### src/rtl/vdp_vram_slot_arbiter_pkg.sv
// Shared types for the VDP VRAM slot arbiter: slot owners, slot phases, field widths.
package vdp_arb_pkg;

    typedef enum logic [2:0] {
        NONE,
        DISP,
        REFRESH,
        CPU,
        CMD
    } arb_owner_t;

    typedef enum logic [1:0] {
        DL,
        DA,
        AP,
        FS
    } slot_phase_t;

    localparam int unsigned REF_PEND_W = 3;
    localparam int unsigned ADDR_W     = 17;
    localparam int unsigned WDATA_W    = 8;
    localparam int unsigned RDATA_W    = 32;

endpackage

### src/rtl/vdp_vram_slot_arbiter_refresh_timer.sv
// Refresh timer: counts access slots and accumulates a saturating count of owed refreshes.
module vdp_arb_refresh_timer
    import vdp_arb_pkg::*;
#(
    parameter int unsigned REFRESH_INTERVAL = 64
) (
    input  logic                  clk,
    input  logic                  reset_n,
    input  logic                  slot_tick,
    input  logic                  grant_dec,
    output logic [REF_PEND_W-1:0] pending
);

    localparam int unsigned      CNT_W    = (REFRESH_INTERVAL > 1) ? $clog2(REFRESH_INTERVAL) : 1;
    localparam logic [CNT_W-1:0] CNT_LAST = CNT_W'(REFRESH_INTERVAL - 1);

    logic [CNT_W-1:0]      slot_cnt_q, slot_cnt_d;
    logic [REF_PEND_W-1:0] pend_q, pend_d;
    logic                  wrap;

    always_comb begin
        wrap       = slot_tick && (slot_cnt_q == CNT_LAST);
        slot_cnt_d = slot_cnt_q;
        if (slot_tick) begin
            slot_cnt_d = wrap ? '0 : slot_cnt_q + 1'b1;
        end
        // A wrap and a grant in the same slot cancel out.
        pend_d = pend_q;
        if (wrap && !grant_dec && (pend_q != '1)) begin
            pend_d = pend_q + 1'b1;
        end else if (!wrap && grant_dec && (pend_q != '0)) begin
            pend_d = pend_q - 1'b1;
        end
    end

    always_ff @(posedge clk or negedge reset_n) begin
        if (!reset_n) begin
            slot_cnt_q <= '0;
            pend_q     <= '0;
        end else begin
            slot_cnt_q <= slot_cnt_d;
            pend_q     <= pend_d;
        end
    end

    assign pending = pend_q;

endmodule

### src/rtl/vdp_vram_slot_arbiter.sv
// Schedules the shared VRAM port over the 4-clock DL/DA/AP/FS slot.
// Optional CPU starvation guard: define VDP_ARB_STARVE_GUARD_EN.
module vdp_vram_slot_arbiter
    import vdp_arb_pkg::*;
#(
    parameter int unsigned REFRESH_INTERVAL = 64
`ifdef VDP_ARB_STARVE_GUARD_EN
    ,
    parameter int unsigned STARVE_LIMIT = 8
`endif
) (
    input  logic               clk,
    input  logic               reset_n,
    input  logic [10:0]        cx,
    input  logic               disp_active,
    input  logic [ADDR_W-1:0]  disp_addr,
    output logic               disp_ack,
    output logic               disp_rdata_valid,
    input  logic               cpu_req,
    input  logic [ADDR_W-1:0]  cpu_addr,
    input  logic               cpu_wr,
    input  logic [WDATA_W-1:0] cpu_wdata,
    output logic               cpu_ack,
    output logic               cpu_rdata_valid,
    input  logic               cmd_req,
    input  logic [ADDR_W-1:0]  cmd_addr,
    input  logic               cmd_wr,
    input  logic [WDATA_W-1:0] cmd_wdata,
    output logic               cmd_ack,
    output logic               cmd_rdata_valid,
    output logic [ADDR_W-1:0]  mem_addr,
    output logic               mem_rd,
    output logic               mem_wr,
    output logic [WDATA_W-1:0] mem_wdata,
    output logic               mem_refresh,
    input  logic [RDATA_W-1:0] mem_rdata,
    output logic [RDATA_W-1:0] rdata
);

    slot_phase_t           phase_q, phase_d;
    arb_owner_t            owner_q, owner_d, sel;
    logic                  rr_cmd_q, rr_cmd_d;
    logic [ADDR_W-1:0]     mem_addr_q, mem_addr_d;
    logic [WDATA_W-1:0]    mem_wdata_q, mem_wdata_d;
    logic [RDATA_W-1:0]    rdata_q, rdata_d;
    logic                  mem_rd_q, mem_rd_d, mem_wr_q, mem_wr_d, mem_ref_q, mem_ref_d;
    logic                  disp_ack_q, disp_ack_d, cpu_ack_q, cpu_ack_d, cmd_ack_q, cmd_ack_d;
    logic                  disp_val_q, disp_val_d, cpu_val_q, cpu_val_d, cmd_val_q, cmd_val_d;
    logic [REF_PEND_W-1:0] ref_pending;
    logic                  is_dl;
    logic                  force_cpu;

    assign is_dl = (phase_q == DL);

`ifdef VDP_ARB_STARVE_GUARD_EN
    logic [3:0] starve_q, starve_d;

    assign force_cpu = cpu_req && (32'(starve_q) >= STARVE_LIMIT);

    always_comb begin
        starve_d = starve_q;
        if (is_dl) begin
            if (sel == CPU) begin
                starve_d = '0;
            end else if (cpu_req && (starve_q != '1)) begin
                starve_d = starve_q + 1'b1;
            end
        end
    end

    always_ff @(posedge clk or negedge reset_n) begin
        if (!reset_n) begin
            starve_q <= '0;
        end else begin
            starve_q <= starve_d;
        end
    end
`else
    assign force_cpu = 1'b0;
`endif

    vdp_arb_refresh_timer #(
        .REFRESH_INTERVAL(REFRESH_INTERVAL)
    ) u_refresh_timer (
        .clk      (clk),
        .reset_n  (reset_n),
        .slot_tick(is_dl),
        .grant_dec(is_dl && (sel == REFRESH)),
        .pending  (ref_pending)
    );

    always_comb begin
        sel = NONE;
        if (force_cpu) begin
            sel = CPU;
        end else if (disp_active) begin
            sel = DISP;
        end else if (ref_pending != '0) begin
            sel = REFRESH;
        end else if (cpu_req && (!cmd_req || !rr_cmd_q)) begin
            sel = CPU;
        end else if (cmd_req) begin
            sel = CMD;
        end
    end

    // Strobes are loaded only at a DL edge, so a slot whose DL was skipped by a cx jump
    // issues nothing, and a repeated DA phase cannot strobe twice.
    always_comb begin
        phase_d     = (cx == '0) ? DA : slot_phase_t'(phase_q + 2'd1);
        owner_d     = (phase_q == FS) ? NONE : owner_q;
        rr_cmd_d    = rr_cmd_q;
        mem_addr_d  = mem_addr_q;
        mem_wdata_d = mem_wdata_q;
        disp_ack_d  = is_dl && (sel == DISP);
        cpu_ack_d   = is_dl && (sel == CPU);
        cmd_ack_d   = is_dl && (sel == CMD);
        mem_rd_d    = is_dl && ((sel == DISP) || ((sel == CPU) && !cpu_wr) || ((sel == CMD) && !cmd_wr));
        mem_wr_d    = is_dl && (((sel == CPU) && cpu_wr) || ((sel == CMD) && cmd_wr));
        mem_ref_d   = is_dl && (sel == REFRESH);
        rdata_d     = (phase_q == DA) ? mem_rdata : rdata_q;
        disp_val_d  = mem_rd_q && (owner_q == DISP);
        cpu_val_d   = mem_rd_q && (owner_q == CPU);
        cmd_val_d   = mem_rd_q && (owner_q == CMD);
        if (is_dl) begin
            owner_d = sel;
            unique case (sel)
                DISP: mem_addr_d = disp_addr;
                CPU: begin
                    mem_addr_d  = cpu_addr;
                    mem_wdata_d = cpu_wdata;
                    rr_cmd_d    = 1'b1;
                end
                CMD: begin
                    mem_addr_d  = cmd_addr;
                    mem_wdata_d = cmd_wdata;
                    rr_cmd_d    = 1'b0;
                end
                default: ;
            endcase
        end
    end

    always_ff @(posedge clk or negedge reset_n) begin
        if (!reset_n) begin
            phase_q     <= DL;
            owner_q     <= NONE;
            rr_cmd_q    <= 1'b0;
            mem_addr_q  <= '0;
            mem_wdata_q <= '0;
            rdata_q     <= '0;
            mem_rd_q    <= 1'b0;
            mem_wr_q    <= 1'b0;
            mem_ref_q   <= 1'b0;
            disp_ack_q  <= 1'b0;
            cpu_ack_q   <= 1'b0;
            cmd_ack_q   <= 1'b0;
            disp_val_q  <= 1'b0;
            cpu_val_q   <= 1'b0;
            cmd_val_q   <= 1'b0;
        end else begin
            phase_q     <= phase_d;
            owner_q     <= owner_d;
            rr_cmd_q    <= rr_cmd_d;
            mem_addr_q  <= mem_addr_d;
            mem_wdata_q <= mem_wdata_d;
            rdata_q     <= rdata_d;
            mem_rd_q    <= mem_rd_d;
            mem_wr_q    <= mem_wr_d;
            mem_ref_q   <= mem_ref_d;
            disp_ack_q  <= disp_ack_d;
            cpu_ack_q   <= cpu_ack_d;
            cmd_ack_q   <= cmd_ack_d;
            disp_val_q  <= disp_val_d;
            cpu_val_q   <= cpu_val_d;
            cmd_val_q   <= cmd_val_d;
        end
    end

    assign disp_ack         = disp_ack_q;
    assign disp_rdata_valid = disp_val_q;
    assign cpu_ack          = cpu_ack_q;
    assign cpu_rdata_valid  = cpu_val_q;
    assign cmd_ack          = cmd_ack_q;
    assign cmd_rdata_valid  = cmd_val_q;
    assign mem_addr         = mem_addr_q;
    assign mem_rd           = mem_rd_q;
    assign mem_wr           = mem_wr_q;
    assign mem_wdata        = mem_wdata_q;
    assign mem_refresh      = mem_ref_q;
    assign rdata            = rdata_q;

endmodule

### config.mk
export PLATFORM = sky130hd
export DESIGN_NAME = vdp_vram_slot_arbiter
export DESIGN_NICKNAME = d
export VERILOG_FILES = /design/src/rtl/vdp_vram_slot_arbiter_pkg.sv /design/src/rtl/vdp_vram_slot_arbiter_refresh_timer.sv /design/src/rtl/vdp_vram_slot_arbiter.sv
export SDC_FILE = /design/constraint.sdc
export NUM_CORES = 1
export LEC_CHECK = 0
export ABC_AREA = 0
export BUFFER_PORTS_ARGS = -buffer_cell sky130_fd_sc_hd__buf_2
export CAP_MARGIN = 5
export CORE_ASPECT_RATIO = 0.6
export CORE_UTILIZATION = 49
export DETAILED_ROUTE_END_ITERATION = 10
export PLACE_DENSITY = 0.84
export SLEW_MARGIN = 10
export SYNTH_ARGS = -nofsm -noshare
export SYNTH_HDL_FRONTEND = slang
export SYNTH_SLANG_ARGS = --single-unit
### constraint.sdc
create_clock -name clk -period 4.41 [get_ports clk]
set_input_delay 0.882 -clock clk [delete_from_list [all_inputs] [get_ports clk]]
set_output_delay 0.882 -clock clk [all_outputs]
set_load 0.1 [all_outputs]
## Word-level counts from Yosys, hierarchy flattened

Index checks and enable logic that the tools add are counted.

| cells by class | value |
|---|---|
| magnitude comparators | 0 |
| shift operators | 0 |
| eq/ne operators | 11 |
| bitwise operators | 0 |
| multiply operators | 0 |
| $add $sub $neg | 4 |
| mux-type cells | 13 |
| div/mod/pow operators | 0 |
| reductions and logical operators | 38 |

Operator list:

| operator | number |
|---|---|
| $pmux W17 S3 | 1 |
| $mux W3 | 8 |
| $logic_and A1 B1 Y1 | 19 |
| $pmux W8 S2 | 1 |
| $logic_not A11 Y1 | 1 |
| $eq A3 B2 Y1 const B | 3 |
| $add A6 B1 Y6 const B | 1 |
| $eq A3 B1 Y1 const B | 2 |
| $eq A3 B3 Y1 const B | 2 |
| $eq A6 B6 Y1 const B | 1 |
| $logic_not A1 Y1 | 6 |
| $mux W6 | 1 |
| $reduce_bool A2 Y1 | 3 |
| $reduce_bool A3 Y1 | 2 |
| $logic_or A1 B1 Y1 | 4 |
| $reduce_and A2 Y1 | 2 |
| $add A3 B1 Y3 const B | 1 |
| $ne A3 B3 Y1 const B | 1 |
| $sub A3 B1 Y3 const B | 1 |
| $add A2 B1 Y2 const B | 1 |
| $eq A2 B1 Y1 const B | 1 |
| $eq A2 B2 Y1 const B | 1 |
| $logic_not A2 Y1 | 1 |
| $mux W2 | 1 |
| $pmux W1 S2 | 1 |

| word-level totals | value |
|---|---|
| memory bits (writable) | 0 |
| bits in latches | 0 |
| output and inout bits | 66 |
| register bits after elaboration | 81 |
| input bits | 117 |
| memories | 0 |
| logic and storage cells | 83 |
| ROM bits | 0 |

## Longest topological paths before layout

| logic depth | value |
|---|---|
| word-level depth | 12 |
| gate-level depth with buffers | 10 |
| depth with buffers taken out | 10 |

## Hierarchy

Synthesis repeated with hierarchy kept, for this count alone.

| second synthesis, totals | value |
|---|---|
| cells, all modules | 287 |
| area, all modules | 3584.7 um^2 |

Modules (own cells, without submodules):

| module | instances | area each (um^2) | seq. area each (um^2) | cells each |
|---|---|---|---|---|
| vdp_vram_slot_arbiter | 1 | 2994.1 | 1801.7 | 225 |
| vdp_arb_refresh_timer | 1 | 590.6 | 225.2 | 62 |

## Worst setup path after synthesis

OpenSTA, ideal clock, no wires.

| path | value |
|---|---|
| path type | reg2reg |
| start point | register phase_q[0] |
| end point | register u_refresh_timer.pend_q[2] (netlist: u_refresh_timer.pending[2]) |
| slack | 2060 ps |
| arrival | 2215 ps |
| cell stages (with the launch flop) | 10 |
| clock period less this slack | 2350 ps |
| data required time | 4275 ps |
| library setup time | 135 ps |
| cells stage by stage | dfrtp_1 > inv_1 > ha_1 > nand4_1 > or2_2 > a21oi_1 > inv_1 > fa_1 > o311ai_0 > nor3_1 |

| between the ends | value |
|---|---|
| cells in the longest elaborated chain, start to end | 6 |
| elaborated cells between the ends (all ways) | 11 |
| those cells by class | mux (1); reduce/logical (10) |

Ends and longest elaborated chain:

| item | line | source |
|---|---|---|
| from (decl) | vdp_vram_slot_arbiter.sv:40 | `slot_phase_t phase_q, phase_d;` |
| from (signal assigned) | vdp_vram_slot_arbiter.sv:162 | `phase_q <= phase_d;` |
| $logic_not A2 Y1 (*) | vdp_vram_slot_arbiter.sv:53 | `assign is_dl = (phase_q == DL);` |
| $logic_and A1 B1 Y1 (on tied branches) | vdp_vram_slot_arbiter.sv:88, vdp_vram_slot_arbiter_refresh_timer.sv:22 |  |
| $logic_not A1 Y1 (on tied branches) | vdp_vram_slot_arbiter_refresh_timer.sv:29, vdp_vram_slot_arbiter_refresh_timer.sv:31 |  |
| $logic_and A1 B1 Y1 (on tied branches) (2 in series) | vdp_vram_slot_arbiter_refresh_timer.sv:29, vdp_vram_slot_arbiter_refresh_timer.sv:31 |  |
| $mux W3 / $reduce_bool A2 Y1 (equally long branches) | - |  |
| to (signal assigned) | vdp_vram_slot_arbiter_refresh_timer.sv:42 | `pend_q <= pend_d;` |
| to (decl) | vdp_vram_slot_arbiter_refresh_timer.sv:18 | `logic [REF_PEND_W-1:0] pend_q, pend_d;` |

Every way passes the cells marked *; elsewhere a longest branch is shown, timed or not.
A chain may end at the register's enable or synchronous reset.

## Worst setup path after layout

Ends and elaborated chain as after synthesis.

==> results.toml <==
[logic_synthesis]
ys_ff_latch = 81
netlist_area_um2 = 3801
synth.avg_cell_area_um2 = 10.71
synthArstFlopShare_pct = 100.0
netlist_instances = 355
synth_cell_types = 46
yosys_warnings = 0
synth_edf_count = 0
syn_nets = 476
synth_ff_type = "dfrtp_1"
ys_seq_area_share_pct = 53.32

[timing]
clock.fmax_mhz = 339.0
rsz0062_at_grt = "false"
max_slew_margin_pct = 23.59
worst_pin_slew_ps = 1142
drv_slew = 0
post-route-period-util_pct = 66.90
finClkSkew_ps = 5.636
setup_viol = 0
finalHoldViolations = 0
fin_setup_tns_ps = 0
min_period_ps = 2950

[detailed_routing]
drt_pass1_iterations = 5
drc = 0
ant_nets = 0
first_iter_violations = 212
dr_total_vias = 3353
via_per_inst = 5.264
wl_per_cell_um = 14.78
drt-total-wl_mm = 9.416

[place]
hpwl_mm = 6.791
dpl.cell_count = 621
portBuffers = 182
gp_congestion = 0.8715

[power_and_ir_drop]
combPwrFrac_pct = 54.7
intPower_w = 0.001924
p_leak_nw = 2.380
netSwitchingFraction_pct = 54.80
power_frac_clock_pct = 17.9
ir_drop_uv = 658.3
switching_power_w = 0.002332
p_seq_share_pct = 27.5
power.density_nw_per_um2 = 840.1

[worst_hold_path]
worstHoldStart = "owner_q[0]"
whs_path_depth = 1
worst_hold_path_type = "flop to flop"
hold_end = "cmd_rdata_valid"

[setup_path]
critPathCaptureType = "flop"
crit_arrival_ps = 3180
worstPathRequired_ps = 4640
worstReg2RegStart = "phase_q[0]"
reg2reg_to = "u_refresh_timer.pending[2]"
critPathKind = "flop to flop"
cp_max_fo = 15
ff2ff_setup_slack_ps = 1460
reg2reg_depth = 10
startpoint_type = "flop"

[global_routing]
antenna_found_initial = 0
grt_max_degree = 82
grt_pass1_wl_mm = 14.99
grt_usage_pct = 23.92
grt_pass1_vias = 3211
overflow = 0

[clocking]
clk_latency_ps = 330
cts_tree = "yes"
postCtsHoldBufs = 0
clock_sinks = 81
cts_setup_buffers = 0
cts_buffers = 9
postCtsResizedCells = 0
clock_path_buffers = 2
path_clk_slew_ps = 60
root_buffer = "clkbuf_16"
cts_htree_levels = 3

[layout]
nFillCells = 602
antenna_cells = 0
drive_gt1_share_pct = 45.97
fin_util_pct = 68.58
area_delta_synth_final_pct = 33.28
instances_no_fill = 637
nNetsFinal = 649

[die]
rows = 24
core_um2 = 7387
dieArea_um2 = 8125
initial_core_util_pct = 51.46
io_pins = 183
die_w_um = 115.7
fp.dieH_um = 70.23

[flow_run]
drv_cap = 0

[outcome]
status = "finished clean"
## critical path: stages (launching register included)
cell	delay (ps)
dfrtp_1	400
inv_1	60
ha_1	490
nand4_1	280
or2_2	390
a21oi_1	210
inv_1	90
fa_1	440
o2111ai_1	120
o311ai_0	150
nor3_1	230
## through the flow
step | power, W | cell area (um2) | setup WS [ps] | hold WS (ps)
after floorplan | 0.003091 | 3801 | 2060 | 426.5
after global routing | 0.004425 | 5066 | 1252 | 491.1
after CTS | 0.004269 | 5059 | 1442 | 471.4
after global placement | 0.003439 | 4750 | 1448 | 448.3
final | 0.004256 | 5066 | 1460 | 475.3
after detailed placement | 0.003500 | 4750 | 1310 | 469.7
## layout by cell type (no fill, tap or decap), drive strengths merged, types with 6 or more instances in the layout
cell type  Yosys  routed
buf           10     184
mux2          33      33
nand3         19      19
o21ai         24      24
o22a          17      17
inv            7       7
nand2         52      52
clkbuf        12      14
mux2i          8       8
nor3           6       6
nor2          15      15
a21oi         28      28
dfrtp         81      81
## logic make-up (layout without fill, tap and decap cells)
family	Yosys count	after routing	synth area share [%]
xor gates and xnor gates	3	3	0.6914
buffers and inverters	29	207	3.588
and+or+nand+nor	110	110	13.56
AOI/OAI and AO/OA	87	87	15.44
DFF	81	81	53.32
adders and majority gates	4	4	1.514
muxes	41	41	11.88
## sequential cells by signal, indices dropped and copies added, names as in the netlist
name,count
rdata,32
mem_addr,17
mem_wdata,8
u_refresh_timer.slot_cnt_q,6
owner_q,3
u_refresh_timer.pending,3
phase_q,2
cmd_ack,1
cmd_rdata_valid,1
cpu_ack,1
cpu_rdata_valid,1
disp_ack,1
disp_rdata_valid,1
mem_rd,1
mem_refresh,1
mem_wr,1
rr_cmd_q,1
## per-layer routing
| layer | vias up | track usage, % | share of wire (%) |
|---|---|---|---|
| li1 | 1601 | - | - |
| met1 | 1582 | 30.43 | 43 |
| met2 | 148 | 38.92 | 48 |
| met3 | 22 | 7.031 | 7.1 |
| met4 | 0 | 8.547 | 2.2 |
| met5 | - | 0 | 0 |
## power by group through the flow
stage	registers, W	logic, W	clock network, W
finish	0.00117	0.00233	0.000760
global route	0.00120	0.00241	0.000811
CTS	0.00117	0.00233	0.000774
detailed placement	0.00117	0.00233	0
global placement	0.00116	0.00228	0
floorplan	0.00261	0.000478	0
## worst max path at each step
stage                            from                    endpoint  slack [ps]  cells after the start
after global placement    disp_active                mem_wdata[6]        1450                      5
after global routing       phase_q[0]  u_refresh_timer.pending[2]        1250                     10
after floorplan            phase_q[0]  u_refresh_timer.pending[2]        2060                      9
after detailed placement  disp_active                mem_wdata[2]        1310                      5
after CTS                  phase_q[0]  u_refresh_timer.pending[2]        1440                     10
final                      phase_q[0]  u_refresh_timer.pending[2]        1460                     10
## final cells by class
class                   instances  area [um2]  share of cell area, %
clock buffers                  14       274.0                  5.409
clock inverters                 2       35.03                 0.6915
inverters                       7       26.28                 0.5186
multi-input cells             245        1645                  32.48
flip-flops and latches         81        2027                  40.01
well taps                     104       130.1                  2.569
repair buffers                184       928.4                  18.33
## synth_stat cells, types with 2 or more instances
| cell | number | share of area [%] |
|---|---|---|
| dfrtp_1 | 81 | 53 |
| o21ai_0 | 23 | 3.0 |
| nor2_1 | 15 | 1.5 |
| o211ai_1 | 3 | 0.59 |
| mux2i_1 | 8 | 2.1 |
| xnor2_1 | 2 | 0.46 |
| or3_1 | 2 | 0.33 |
| nor3_1 | 6 | 0.79 |
| nand4_1 | 2 | 0.33 |
| nor4_1 | 2 | 0.33 |
| o21a_1 | 3 | 0.59 |
| nand2_1 | 52 | 5.1 |
| buf_1 | 3 | 0.30 |
| a21oi_1 | 20 | 2.6 |
| o22a_1 | 17 | 3.9 |
| o22ai_1 | 2 | 0.33 |
| nand3_1 | 19 | 2.5 |
| inv_1 | 7 | 0.69 |
| buf_6 | 3 | 0.89 |
| clkbuf_1 | 12 | 1.2 |
| ha_1 | 3 | 0.99 |
| buf_2 | 4 | 0.53 |
| nand2b_1 | 2 | 0.33 |
| and2_1 | 3 | 0.49 |
| a21oi_2 | 8 | 1.8 |
| mux2_2 | 33 | 9.8 |
Power figures use the tool's default switching activity.
